$ cat src/rtl/dff_skid_stage.sv
// Elastic DW-bit register stage with a one-entry skid buffer. All outputs are
// registered, so neither the data path nor the ready path is combinational.
module dff_skid_stage #(
  parameter int DW = 32
) (
  input  logic          clk,
  input  logic          rst,
  input  logic          s_valid,
  input  logic [DW-1:0] s_data,
  output logic          s_ready,
  output logic          m_valid,
  output logic [DW-1:0] m_data,
  input  logic          m_ready,
  output logic [1:0]    occ
);

  localparam logic [1:0] EMPTY = 2'd0;
  localparam logic [1:0] BUSY  = 2'd1;
  localparam logic [1:0] FULL  = 2'd2;

  logic [1:0]    state;
  logic [1:0]    state_nxt;
  logic          load_main;
  logic          load_skid;
  logic          main_from_skid;
  logic [DW-1:0] skid_p0;

  always_comb begin
    state_nxt      = state;
    load_main      = 1'b0;
    load_skid      = 1'b0;
    main_from_skid = 1'b0;
    case (state)
      EMPTY: begin
        if (s_valid) begin
          load_main = 1'b1;
          state_nxt = BUSY;
        end
      end
      BUSY: begin
        if (s_valid && m_ready) begin
          load_main = 1'b1;
        end else if (s_valid) begin
          load_skid = 1'b1;
          state_nxt = FULL;
        end else if (m_ready) begin
          state_nxt = EMPTY;
        end
      end
      FULL: begin
        // s_ready is low here, so any offered beat is left upstream.
        if (m_ready) begin
          main_from_skid = 1'b1;
          state_nxt      = BUSY;
        end
      end
      default: state_nxt = EMPTY;
    endcase
  end

  // Control: state and both handshake outputs derive from the next state.
  always_ff @(posedge clk) begin
    if (rst) begin
      state   <= EMPTY;
      m_valid <= 1'b0;
      s_ready <= 1'b1;
    end else begin
      state   <= state_nxt;
      m_valid <= (state_nxt != EMPTY);
      s_ready <= (state_nxt != FULL);
    end
  end

  // Data: main and skid registers carry no reset; validity comes from state.
  always_ff @(posedge clk) begin
    if (load_main) begin
      m_data <= s_data;
    end else if (main_from_skid) begin
      m_data <= skid_p0;
    end
    if (load_skid) begin
      skid_p0 <= s_data;
    end
  end

  assign occ = state;

endmodule

$ cat config.mk
export PLATFORM = sky130hd
export DESIGN_NAME = dff_skid_stage
export DESIGN_NICKNAME = d
export VERILOG_FILES = /design/src/rtl/dff_skid_stage.sv
export SDC_FILE = /design/constraint.sdc
export NUM_CORES = 1
export LEC_CHECK = 0
export ABC_CLOCK_PERIOD_IN_PS = 2600
export CAP_MARGIN = 0
export CORE_UTILIZATION = 25
export DETAILED_ROUTE_END_ITERATION = 7
export DONT_BUFFER_PORTS = 1
export HOLD_SLACK_MARGIN = 0.12
export PLACE_DENSITY = 0.5
export SYNTH_ARGS = -nofsm -noshare
export SYNTH_HDL_FRONTEND = slang
export SYNTH_SLANG_ARGS = --single-unit
$ cat constraint.sdc
create_clock -name clk -period 2.6 [get_ports clk]
set_clock_uncertainty 0.15 [all_clocks]
set_input_delay 0 -clock clk [delete_from_list [all_inputs] [get_ports clk]]
set_output_delay 0 -clock clk [all_outputs]
set_load 0.01 [all_outputs]
---- Yosys cells after proc, flatten, opt, wreduce, memory -nomap -nowiden ----
Cells that the tools add are included.
storage, ports and cells
  input bits .............................. 36
  bits in latches ......................... 0
  word-level logic and storage cells ...... 27
  output and inout port bits .............. 36
  bits in read-only memories .............. 0
  register bits after elaboration ......... 68
  bits in writable memories ............... 0
  memories ................................ 0
operators by class
  bitwise operators ....................... 0
  multipliers ............................. 0
  shift operators ......................... 0
  mux-type cells .......................... 15
  divide/modulo/power cells ............... 0
  magnitude comparators ................... 0
  reduce and logical (&&, ||, !) cells .... 4
  add/sub/neg operators ................... 0
  equality and inequality tests ........... 3
operators with widths
  kind                                                              number
  32-bit 2-to-1 mux                                                 2
  2-bit 2-to-1 mux                                                  5
  1-bit 2-to-1 mux                                                  6
  2-bit case mux with 3 select lines                                1
  2-bit nonzero test                                                2
  2-bit by 1-bit == test with 1-bit output (second input constant)  1
  2-bit == test (second input constant)                             1
  2-bit zero test                                                   1
  2-bit != test (second input constant)                             1
  1-bit case mux with 2 select lines                                1
  1-bit logical AND                                                 1

---- Depth between registers and ports, before layout ----
  depth in word-level cells ............... 5
  mapped depth ............................ 4
  depth with buffers taken out ............ 3

---- Worst setup path before layout ----
OpenSTA, ideal clock, no wires.
  path type ............................... register to register
  start point ............................. register state[1], in the netlist occ[1]
  end point ............................... register skid_p0[0] (enable)
  data required time ...................... 2.029 ns
  path buffers ............................ 0
  setup slack ............................. 0.083 ns
  setup time .............................. 0.421 ns
  clock period less this slack ............ 2.517 ns
  stages on the path, launching flop included .. 3
  arrival ................................. 1.946 ns
  cells stage by stage .................... dfxtp_1 -> nand2b_1 -> nor2_1
between the ends
  word-level cells in the longest chain between the ends .. 2
ends and longest elaborated chain
  item                                      RTL line  text
  from (decl)                               21        logic [1:0] state;
  from (signal assigned)                    68        state <= state_nxt;
  2-bit by 1-bit == test with 1-bit output  33        case (state)
  1-bit 2-to-1 mux                          33
  via load_skid                             24        logic load_skid;
  to (signal assigned)                      82        skid_p0 <= s_data;
  to (decl)                                 26        logic [DW-1:0] skid_p0;
The timed path passes the listed nets, and every way through them passes these cells.
A chain may end at the register's enable or synchronous reset.

---- Worst setup path in the final report ----
  start point ............................. register state[0], in the netlist occ[0]
  end point ............................... register m_data[1] (data pin)
between the ends
  word-level cells in the longest chain between the ends .. 3
  elaborated cells on any way between the ends .. 4
  those cells by class .................... eq/ne (1); mux (2); reduce/logical (1)
ends and longest elaborated chain
  item                                                                                RTL line  text
  2-bit by 1-bit == test with 1-bit output / 2-bit zero test (equally long branches)  33
  1-bit case mux with 2 select lines *                                                33
  32-bit 2-to-1 mux *                                                                 76        if (load_main) begin
  to (signal assigned)                                                                77        m_data <= s_data;
  to (signal assigned)                                                                79        m_data <= skid_p0;
  to (decl)                                                                           12        output logic [DW-1:0] m_data,
Mark *: on every way between the ends. The rest lies on a longest branch, timed or not.

==> metrics.txt <==
status completed; CORE AREA 0.0102 sq mm; global-route wire length before repair 7690 microns; # DRC 0; vias in the first global route between 1000 and 1500; setup violators final 0; Vias/cell about 4.0; Synth Register Bits 68; H-tree levels 3; power per cell area between 600 and 700 mW/mm^2; Worst Setup Start Kind flip-flop; Commonest cells post-synth edfxtp_1, mux2_4, dfxtp_1; syn nets approximately 160; largest area contributor in the synthesized netlist edfxtp_1; CTS sink cnt slightly below 70; Cells after Synth between 100 and 150; arrival time of the worst setup path between 1.5 and 2 ns; port buffer count 0; setup bufs post-CTS 0; Die H roughly 100 microns; GRT Total Usage 9.56%; dominant synthesized flop cell edfxtp_1; syn avg cell area around 22 sq um; final net count just over 200; fraction of final layout cells sized beyond drive strength 1 approximately 30%; wire length per cell 15.9 microns; Hold Crit Class primary input to flip-flop; YS warnings 0; largest net degree at the start of global routing 34; final slew viol count 0; Leakage 1.21 nW; gr ovfl total 0; Initial Util around a quarter; Max VDD drop 0.000200 V; CTS Buf Count 9; synthesized cell area about 0.0026 sq mm; Rel. slew slack between 50% and 60%; Final min period roughly 2.0 ns; Pre-antenna DRT Iters 4; die area 0.0109 sq mm; Post-Place Cells ~260; Post-synth EDFFs between 60 and 70; initial drt markers 60; dominant cells by area after synthesis edfxtp_1, mux2_4, dfxtp_1; unrepaired setup endpoints after global routing false; Yosys cell types 18; Clock Pin Slew Worst Setup and Hold Paths ~0.07 ns; Ports 72; antenna violations before repair 0; WS Path Type flip-flop to flip-flop; post-route ant nets 0; final non-filler cell total around 300; clock buffer depth 2; via count 1235; Hold Slack 0.140 ns; sequential share of the synthesized area between 70% and 80%; post_cts resized 0; fmax 0.506 GHz; final wirelength just under 5000 microns; Crit path required time between 2 and 3 ns; # diodes 0; CTS tree yes; Synth top area share 73.2%; P&R area growth vs syn 27.6%; CTS Root Cell clkbuf_8; final hold vios 0; DP HPWL approximately 3100 microns; Post-CTS Hold Buffers 37; clk_lat worst skew 0.33 ns; fin crit share 76.0%; most numerous cell in the Yosys netlist edfxtp_1; DIE WIDTH about 100 microns; Worst Path Max Fanout 33; Slew @ Worst Pin around 0.62 ns; RD Place Congestion between 0.6 and 0.7; max cap viols 0; setup TNS 0 ns; Crit. End Element flip-flop; Cell Rows 37; share of flip-flops with an asynchronous set or reset 0%
layout by cell type (no fill, tap or decap), types with 2 or more instances in the layout:
cell / instances
a21o_1: 2
a21oi_1: 3
clkbuf_8: 9
clkinv_1: 2
clkinv_2: 2
dfxtp_1: 4
dlygate4sd3_1: 37
edfxtp_1: 64
mux2_2: 3
mux2_4: 29
nand2b_1: 2
cell type report:
| cell class | instances | area, sq um |
|---|---|---|
| clock buffers | 10 | 128 |
| clock inverters | 6 | 55.1 |
| fillers | 987 | 6880 |
| inverters | 1 | 3.75 |
| multi-input cells | 48 | 594 |
| flip-flops and latches | 68 | 2000 |
| well taps | 136 | 170 |
| repair buffers | 39 | 398 |
metrics by stage:
step                      setup slack [ns]  power, mW  area [sq um]  utilization (%)
final                                0.624       2.33          3350             32.8
after global placement               0.732       1.48          2800             27.3
after floorplan                     0.0829       1.46          2630                -
after global routing                 0.555       2.43          3350             32.8
after CTS                            0.602       2.37          3350             32.8
after detailed placement             0.620       1.49          2800             27.3
metal layers:
layer  vias up  GRT usage (%)  part of all wire [%]
met5         -              0                     0
li1        565              -                     -
met3         9           4.76                   8.2
met1       605           9.98                    39
met4         0           4.29                   1.7
met2        56           16.1                    51
state kept, by name, summed over array words and instances, names as in the netlist:
| name | cells |
|---|---|
| m_data | 32 |
| m_valid | 1 |
| occ | 2 |
| s_ready | 1 |
| skid_p0 | 32 |
critical path: stages, from the launching register on:
cell and delay (ns):
dfxtp_1 0.52, nand2b_4 0.13, nand2_4 0.49, mux2_2 0.42
where the power goes:
| part | leakage (nW) | switching (mW) | internal, mW |
|---|---|---|---|
| logic | 0.483 | 0.0814 | 0.108 |
| registers | 0.638 | 0.0503 | 1.28 |
| clock network | 0.0911 | 0.379 | 0.433 |
cell families after synthesis:
group	Yosys count	synth area share, %
flops	68	76.2
mux	32	17.9
simple gates	9	2.67
compound gates	7	1.81
buf+inv	4	1.43
worst paths after layout:
path | startpoint | depth (start not counted) | slack [ns] | endpoint
min | m_ready | 2 | 0.14 | m_data[23]
max reg2reg | occ[0] | 3 | 0.62 | m_data[1]
max | occ[0] | 3 | 0.62 | m_data[1]
min reg2reg | skid_p0[11] | 1 | 0.40 | m_data[11]
(Power assumes the default switching activity.)
